## config.mk

```make
export PLATFORM = sky130hd
export DESIGN_NAME = rvs_trace_capture_flat
export DESIGN_NICKNAME = d
export VERILOG_FILES = /design/src/rtl/rvs_trace_capture_if.sv /design/src/rtl/rvs_trace_capture.sv /design/src/flat_wrapper.sv
export SDC_FILE = /design/constraint.sdc
export NUM_CORES = 1
export LEC_CHECK = 0
export CORE_MARGIN = 2
export CORE_UTILIZATION = 45
export DETAILED_ROUTE_END_ITERATION = 7
export DONT_BUFFER_PORTS = 1
export PLACE_DENSITY = 0.7
export SETUP_SLACK_MARGIN = 0.4
export SYNTH_ARGS = -nofsm -noshare
export SYNTH_HDL_FRONTEND = slang
export SYNTH_SLANG_ARGS = --single-unit
```

## constraint.sdc

```tcl
create_clock -name clk -period 6.3 [get_ports clk]
set_input_delay 0.63 -clock clk [delete_from_list [all_inputs] [get_ports clk]]
set_output_delay 0.63 -clock clk [all_outputs]
set_load 0.005 [all_outputs]
```

## src/rtl/rvs_trace_capture_if.sv

```systemverilog
// Trace read-out stream between rvs_trace_capture (master) and its consumer (slave).
// Handshake: a record transfers on a rising edge where rd_valid && rd_ready. While
// rd_valid is high and rd_ready is low, rd_data and rd_last hold steady.
interface rvs_trace_capture_if #(
    parameter int REC_W = 96
);
    logic             rd_valid;
    logic             rd_ready;
    logic [REC_W-1:0] rd_data;
    logic             rd_last;

    modport master (output rd_valid, output rd_data, output rd_last, input rd_ready);
    modport slave  (input rd_valid, input rd_data, input rd_last, output rd_ready);
endinterface

```

## src/rtl/rvs_trace_capture.sv

```systemverilog
// Windowed trace capture of reservation-station pointer/ready state into a circular buffer.
// Define RVS_TRACE_WRAP_EN to overwrite the oldest record on overflow instead of stopping.
module rvs_trace_capture #(
    parameter int NUM_CH    = 4,
    parameter int RVS_DEPTH = 4,
    parameter int BUF_DEPTH = 16,
    parameter int ORDER_W   = 64
) (
    input  logic                          clk,
    input  logic                          rst_n,
    input  logic                          arm,
    input  logic                          abort,
    input  logic [ORDER_W-1:0]            cfg_start_order,
    input  logic [ORDER_W-1:0]            cfg_end_order,
    input  logic [ORDER_W-1:0]            mon_order,
    input  logic [NUM_CH*$clog2(RVS_DEPTH)-1:0] rvs_wptr,
    input  logic [NUM_CH*$clog2(RVS_DEPTH)-1:0] rvs_rptr,
    input  logic [NUM_CH*RVS_DEPTH-1:0]   rvs_vld1,
    input  logic [NUM_CH*RVS_DEPTH-1:0]   rvs_vld2,
    rvs_trace_capture_if.master           rd,
    output logic                          busy,
    output logic                          overflow,
    output logic [$clog2(BUF_DEPTH):0]    rec_count,
    output logic [2:0]                    dbg_state
);
    localparam int PTR_W = $clog2(RVS_DEPTH);
    localparam int CH_W  = 2*PTR_W + 2*RVS_DEPTH;
    localparam int REC_W = 48 + NUM_CH*CH_W;
    localparam int AW    = $clog2(BUF_DEPTH);
    localparam int CW    = AW + 1;
    localparam logic [CW-1:0] FULL_CNT = CW'(BUF_DEPTH);
    localparam logic [CW-1:0] ONE_CNT  = CW'(1);

    typedef enum logic [2:0] {
        S_IDLE    = 3'd0,
        S_ARMED   = 3'd1,
        S_CAPTURE = 3'd2,
        S_DONE    = 3'd3,
        S_DRAIN   = 3'd4
    } state_t;

    state_t           r_state;
    logic [REC_W-1:0] r_mem [BUF_DEPTH];
    logic [AW-1:0]    r_wr_ptr;
    logic [AW-1:0]    r_rd_ptr;
    logic [CW-1:0]    r_count;
    logic [15:0]      r_ts;
    logic             r_overflow;

    logic             w_ge_start;
    logic             w_ge_end;
    logic             w_in_window;
    logic             w_full;
    logic             w_store;
    logic             w_rd_valid;
    logic             w_pop;
    logic [REC_W-1:0] w_record;

    assign w_ge_start  = (mon_order >= cfg_start_order);
    assign w_ge_end    = (mon_order >= cfg_end_order);
    assign w_in_window = ((r_state == S_ARMED) || (r_state == S_CAPTURE)) && w_ge_start && !w_ge_end;
    assign w_full      = (r_count == FULL_CNT);
`ifdef RVS_TRACE_WRAP_EN
    assign w_store     = w_in_window && !abort;
`else
    assign w_store     = w_in_window && !abort && !w_full;
`endif
    assign w_rd_valid  = (r_state == S_DRAIN) && (r_count != '0);
    assign w_pop       = w_rd_valid && rd.rd_ready;

    // Record layout, MSB first: ts, order[31:0], then channels NUM_CH-1 .. 0.
    always_comb begin
        w_record = '0;
        w_record[REC_W-1 -: 16] = r_ts;
        w_record[REC_W-17 -: 32] = mon_order[31:0];
        for (int c = 0; c < NUM_CH; c++) begin
            w_record[c*CH_W +: CH_W] = {rvs_wptr[c*PTR_W +: PTR_W], rvs_rptr[c*PTR_W +: PTR_W],
                                        rvs_vld2[c*RVS_DEPTH +: RVS_DEPTH],
                                        rvs_vld1[c*RVS_DEPTH +: RVS_DEPTH]};
        end
    end

    // Storage array carries no reset; rd_data is masked while nothing is valid.
    always_ff @(posedge clk) begin
        if (w_store) begin
            r_mem[r_wr_ptr] <= w_record;
        end
    end

    always_ff @(posedge clk or negedge rst_n) begin
        if (!rst_n) begin
            r_state    <= S_IDLE;
            r_wr_ptr   <= '0;
            r_rd_ptr   <= '0;
            r_count    <= '0;
            r_ts       <= '0;
            r_overflow <= 1'b0;
        end else begin
            r_ts <= r_ts + 16'd1;
            if (abort) begin
                r_state  <= S_IDLE;
                r_count  <= '0;
                r_wr_ptr <= '0;
                r_rd_ptr <= '0;
            end else begin
                case (r_state)
                    S_IDLE: begin
                        if (arm) begin
                            r_state    <= S_ARMED;
                            r_ts       <= '0;
                            r_overflow <= 1'b0;
                            r_wr_ptr   <= '0;
                            r_rd_ptr   <= '0;
                            r_count    <= '0;
                        end
                    end
                    S_ARMED, S_CAPTURE: begin
                        if (w_ge_end) begin
                            r_state <= S_DONE;
                        end else if (w_ge_start) begin
                            r_state <= S_CAPTURE;
                            if (!w_full) begin
                                r_wr_ptr <= r_wr_ptr + 1'b1;
                                r_count  <= r_count + ONE_CNT;
                            end else begin
                                r_overflow <= 1'b1;
`ifdef RVS_TRACE_WRAP_EN
                                r_wr_ptr   <= r_wr_ptr + 1'b1;
                                r_rd_ptr   <= r_rd_ptr + 1'b1;
`else
                                r_state    <= S_DONE;
`endif
                            end
                        end
                    end
                    S_DONE: begin
                        r_state <= (r_count == '0) ? S_IDLE : S_DRAIN;
                    end
                    S_DRAIN: begin
                        if (w_pop) begin
                            r_rd_ptr <= r_rd_ptr + 1'b1;
                            r_count  <= r_count - ONE_CNT;
                            if (r_count == ONE_CNT) begin
                                r_state <= S_IDLE;
                            end
                        end
                    end
                    default: r_state <= S_IDLE;
                endcase
            end
        end
    end

    assign rd.rd_valid = w_rd_valid;
    assign rd.rd_data  = w_rd_valid ? r_mem[r_rd_ptr] : '0;
    assign rd.rd_last  = w_rd_valid && (r_count == ONE_CNT);
    assign busy        = (r_state != S_IDLE);
    assign overflow    = r_overflow;
    assign rec_count   = r_count;
    assign dbg_state   = r_state;
endmodule

```

## src/flat_wrapper.sv

```systemverilog
// flat-port wrapper written by rule: the top's interface ports become plain ports
module rvs_trace_capture_flat 
#(
    parameter int NUM_CH    = 4,
    parameter int RVS_DEPTH = 4,
    parameter int BUF_DEPTH = 16,
    parameter int ORDER_W   = 64
)
  (clk, rst_n, arm, abort, cfg_start_order, cfg_end_order, mon_order, rvs_wptr, rvs_rptr, rvs_vld1, rvs_vld2, busy, overflow, rec_count, dbg_state, rd_rd_valid, rd_rd_data, rd_rd_last, rd_rd_ready);
  rvs_trace_capture_if #(.REC_W((48 + NUM_CH*(2*(2) + 2*RVS_DEPTH)))) rd_i ();
  input  logic clk;
  input  logic rst_n;
  input  logic arm;
  input  logic abort;
  input  logic [ORDER_W-1:0] cfg_start_order;
  input  logic [ORDER_W-1:0] cfg_end_order;
  input  logic [ORDER_W-1:0] mon_order;
  input  logic [NUM_CH*$clog2(RVS_DEPTH)-1:0] rvs_wptr;
  input  logic [NUM_CH*$clog2(RVS_DEPTH)-1:0] rvs_rptr;
  input  logic [NUM_CH*RVS_DEPTH-1:0] rvs_vld1;
  input  logic [NUM_CH*RVS_DEPTH-1:0] rvs_vld2;
  output logic busy;
  output logic overflow;
  output logic [$clog2(BUF_DEPTH):0] rec_count;
  output logic [2:0] dbg_state;
  output wire logic [$bits(rd_i.rd_valid)-1:0] rd_rd_valid;
  output wire logic [$bits(rd_i.rd_data)-1:0] rd_rd_data;
  output wire logic [$bits(rd_i.rd_last)-1:0] rd_rd_last;
  input wire logic [$bits(rd_i.rd_ready)-1:0] rd_rd_ready;
  assign rd_rd_valid = rd_i.rd_valid;
  assign rd_rd_data = rd_i.rd_data;
  assign rd_rd_last = rd_i.rd_last;
  assign rd_i.rd_ready = rd_rd_ready;
  rvs_trace_capture #(.NUM_CH(NUM_CH), .RVS_DEPTH(RVS_DEPTH), .BUF_DEPTH(BUF_DEPTH), .ORDER_W(ORDER_W)) u_core (.clk(clk), .rst_n(rst_n), .arm(arm), .abort(abort), .cfg_start_order(cfg_start_order), .cfg_end_order(cfg_end_order), .mon_order(mon_order), .rvs_wptr(rvs_wptr), .rvs_rptr(rvs_rptr), .rvs_vld1(rvs_vld1), .rvs_vld2(rvs_vld2), .rd(rd_i), .busy(busy), .overflow(overflow), .rec_count(rec_count), .dbg_state(dbg_state));
endmodule
```

==> impl_metrics.tcl <==
set metrics [dict create \
    avgSynthCellArea_um2 21.67 \
    ctsResizeCount 0 \
    outcome "finished clean" \
    final_report_max_slew_violation_count 0 \
    max-cap-violations 0 \
    antenna_found_initial 16 \
    worst_max_slew_pin_slew_ns 1.274 \
    power.ir.vdd_worst_uv 239.0 \
    synthDominantCellAreaShare 0.7279 \
    placement_rows 137 \
    drive_gt1_frac 0.2427 \
    synth.distinct_cells 68 \
    critPathLaunchType "input port" \
    dpl_worst_slack_ns 0.5897 \
    whs_path_depth 2 \
    final_min_period_over_clock_period 0.7791 \
    grt_start_max_net_pins 122 \
    yosys_most_used_dff "sky130_fd_sc_hd__edfxtp_1" \
    die_area_mm2 0.1438 \
    yosysSeqAreaShare 0.7409 \
    detailroute.via_count 29716 \
    synthesis.instances 2924 \
    coreArea_mm2 0.1397 \
    router_iterations_before_antenna_repair 5 \
    clock_tree.root_cell "sky130_fd_sc_hd__clkbuf_16" \
    floorplan.initialDensity 0.4536 \
    gp_weighted_congestion 0.8396 \
    drt_first_iter_violations 3071 \
    total_nets_final 3464 \
    critical_path_arrival_ns 5.30 \
    cts_num_sinks 1569 \
    synth_area_mm2 0.06337 \
    chipWidth_um 379.3 \
    timing.clock.skew_ns 0.02198 \
    grt.total_usage 0.2046 \
    clk_pin_slew_ns 0.06 \
    hold_path_startpoint "abort" \
    die-height_um 379.3 \
    signed_area_change_from_the_synthesized_netlist_to_the_final_layout_pct 12.97 \
    layout_min_cycle_time_ns 4.909 \
    placement.cell_area_mm2 0.06597 \
    detail_route.drc_violations 0 \
    cts_setup_buffers 0 \
    synthesis.yosys.warnings 0 \
    cts_hold_buffers 84 \
    ff2ff_path_depth 10 \
    synth.top_cells.by_area "sky130_fd_sc_hd__edfxtp_1 (73%), sky130_fd_sc_hd__mux4_2 (17%), sky130_fd_sc_hd__ha_1 (2.7%)" \
    numPortBuffers 0 \
    cts_made_buffers 152 \
    r2r-start "u_core.rec_count[0]" \
    rrSetupSlack_ns 1.98 \
    routed_wire_length_per_instance_um 28.44 \
    min-delay-path-class "input port to register" \
    first_global_vias 31080 \
    htree_num_levels 4 \
    post-route-worst-setup-slack_ns 1.391 \
    boundaryPins 353 \
    overflow 0 \
    setup_violators_final 0 \
    total_leakage_power_nw 22.32 \
    crit_path_max_fo 30 \
    detail_route.vias_per_cell 5.836 \
    grt_pass1_wl_mm 211.7 \
    tritoncts "yes" \
    relSlewSlack 0.1462 \
    timing.fmax_mhz 203.7 \
    power.total_mw 21.28 \
    worstSetupPathType "input port to register" \
    worstHoldEndpoint "u_core.r_wr_ptr[1]" \
    final_area_mm2 0.07159 \
    insertion_delay_ns 0.77 \
    synth_async_sr_flop_share 0.02103 \
    final_hold_viol_count 0 \
    netlist.top_cell.by_area "sky130_fd_sc_hd__edfxtp_1" \
    ff_latch_count_synth 1569 \
    syn-num-nets 3306 \
    antenna_left 0 \
    power-per-cell-area_mw_per_mm2 297.3 \
    drt-total-wl_mm 144.8 \
    fin_util 0.5124 \
    rsz0062_at_grt "false" \
    place_hpwl_mm 81.11 \
    worstReg2RegEnd "u_core.r_mem[2][45]" \
    cts_buffer_depth 3 \
    cp_data_required_time_ns 6.69 \
    hold-worst-slack_ns 0.06673 \
    synth-edff-count 1536 \
    endpoint_kind "register" \
]
-- kinds of logic after synthesis --
family,synth area share
AO/OA/AOI/OAI,0.01552
XOR/XNOR,0.001659
adder cells (fa/ha/maj),0.02705
buffers and inverters,0.01712
flip-flops,0.7409
multiplexers,0.1711
AND/OR/NAND/NOR,0.02664
-- cells in the final DEF, fill, tap and decap left out, types with 4 or more instances in the layout --
master	n
sky130_fd_sc_hd__mux4_2	481
sky130_fd_sc_hd__ha_1	137
sky130_fd_sc_hd__o31ai_1	4
sky130_fd_sc_hd__a211oi_2	4
sky130_fd_sc_hd__o211ai_1	6
sky130_fd_sc_hd__dlygate4sd3_1	83
sky130_fd_sc_hd__a21oi_1	53
sky130_fd_sc_hd__nor4_1	6
sky130_fd_sc_hd__nand4_1	24
sky130_fd_sc_hd__clkbuf_1	39
sky130_fd_sc_hd__clkinv_8	6
sky130_fd_sc_hd__nand2b_1	5
sky130_fd_sc_hd__dfrtp_1	29
sky130_fd_sc_hd__clkinv_2	19
sky130_fd_sc_hd__dfrtp_4	4
sky130_fd_sc_hd__nand2_1	53
sky130_fd_sc_hd__nand2_2	4
sky130_fd_sc_hd__buf_12	25
sky130_fd_sc_hd__xnor2_1	5
sky130_fd_sc_hd__bufinv_16	7
sky130_fd_sc_hd__nor3_1	8
sky130_fd_sc_hd__diode_2	6
sky130_fd_sc_hd__buf_4	24
sky130_fd_sc_hd__o21ai_0	23
sky130_fd_sc_hd__inv_1	138
sky130_fd_sc_hd__nor2_4	12
sky130_fd_sc_hd__clkinv_1	42
sky130_fd_sc_hd__nor3_4	4
sky130_fd_sc_hd__and3_1	4
sky130_fd_sc_hd__edfxtp_1	1536
sky130_fd_sc_hd__nor2b_1	101
sky130_fd_sc_hd__a211oi_1	6
sky130_fd_sc_hd__nand3_1	18
sky130_fd_sc_hd__inv_6	6
sky130_fd_sc_hd__nor2_1	45
sky130_fd_sc_hd__xor2_1	7
sky130_fd_sc_hd__clkbuf_16	154
sky130_fd_sc_hd__a21o_1	15
-- state kept, by name, summed over array words and instances, names as in the netlist --
register	flops
u_core.r_mem	1536
u_core.r_ts	16
u_core.rec_count	5
u_core.r_rd_ptr	4
u_core.r_wr_ptr	4
u_core.dbg_state	3
u_core.overflow	1
-- worst max-delay path by stage --
stage,startpoint,endpoint,slack [ns]
CTS,cfg_end_order[45],u_core.r_mem[2][45],1.39
floorplan,cfg_end_order[57],u_core.r_mem[12][0],-0.88
global placement,cfg_end_order[45],u_core.r_mem[2][40],-0.47
global route,cfg_end_order[45],u_core.r_mem[2][45],1.14
finish,cfg_end_order[45],u_core.r_mem[2][45],1.39
detailed placement,cfg_end_order[45],u_core.r_mem[2][45],0.59
-- worst max-delay path, stage by stage --
cell                       delay (ns)
sky130_fd_sc_hd__inv_1           0.03
sky130_fd_sc_hd__ha_1            0.30
sky130_fd_sc_hd__a21o_1          0.18
sky130_fd_sc_hd__a21oi_1         0.16
sky130_fd_sc_hd__o221ai_1        0.36
sky130_fd_sc_hd__o311ai_1        0.43
sky130_fd_sc_hd__buf_2           0.26
sky130_fd_sc_hd__a31oi_1         0.24
sky130_fd_sc_hd__a211oi_2        0.51
sky130_fd_sc_hd__and2_1          0.37
sky130_fd_sc_hd__nand2_2         0.21
sky130_fd_sc_hd__nor3_4          0.94
sky130_fd_sc_hd__buf_4           0.63
-- routing by layer --
layer  routed length, µm  track usage  up-vias
met5                 110            0        -
met4                4166      0.06851       16
met3               10400      0.04737      223
met2               71110       0.3291     1138
met1               59030       0.2773    15829
li1                    -            -    12510
-- synth_stat cells (all sizes together), types with 26 or more instances --
library cell / number
dfrtp: 33
mux4: 481
nor2: 57
ha: 137
edfxtp: 1536
o21ai: 26
clkbuf: 82
buf: 46
a21oi: 53
nor2b: 101
nand2: 57
inv: 138
-- through the flow --
step,TNS [ns],instances
after CTS,0,5086
after global routing,0,5090
after global placement,-96.81,4719
after floorplan,-1024.67,2924
final,0,5092
after detailed placement,0,4720
-- area by class of cell --
class / instances / area (µm²)
Antenna cell: 6 / 15.01
Clock buffer: 196 / 4041
Clock inverter: 86 / 711.9
Fill cell: 10709 / 68120
Inverter: 139 / 521.8
Multi-Input combinational cell: 1087 / 15470
Sequential cell: 1569 / 46970
Tap cell: 1876 / 2347
Timing Repair Buffer: 133 / 1516
-- where the power goes --
| group | internal [mW] | total, mW | switching (mW) |
|---|---|---|---|
| Sequential | 11.6 | 11.7 | 0.141 |
| Clock | 4.85 | 8.64 | 3.79 |
| Combinational | 0.362 | 0.908 | 0.546 |
| Total | 16.8 | 21.3 | 4.47 |
(Power assumes the default switching activity.)
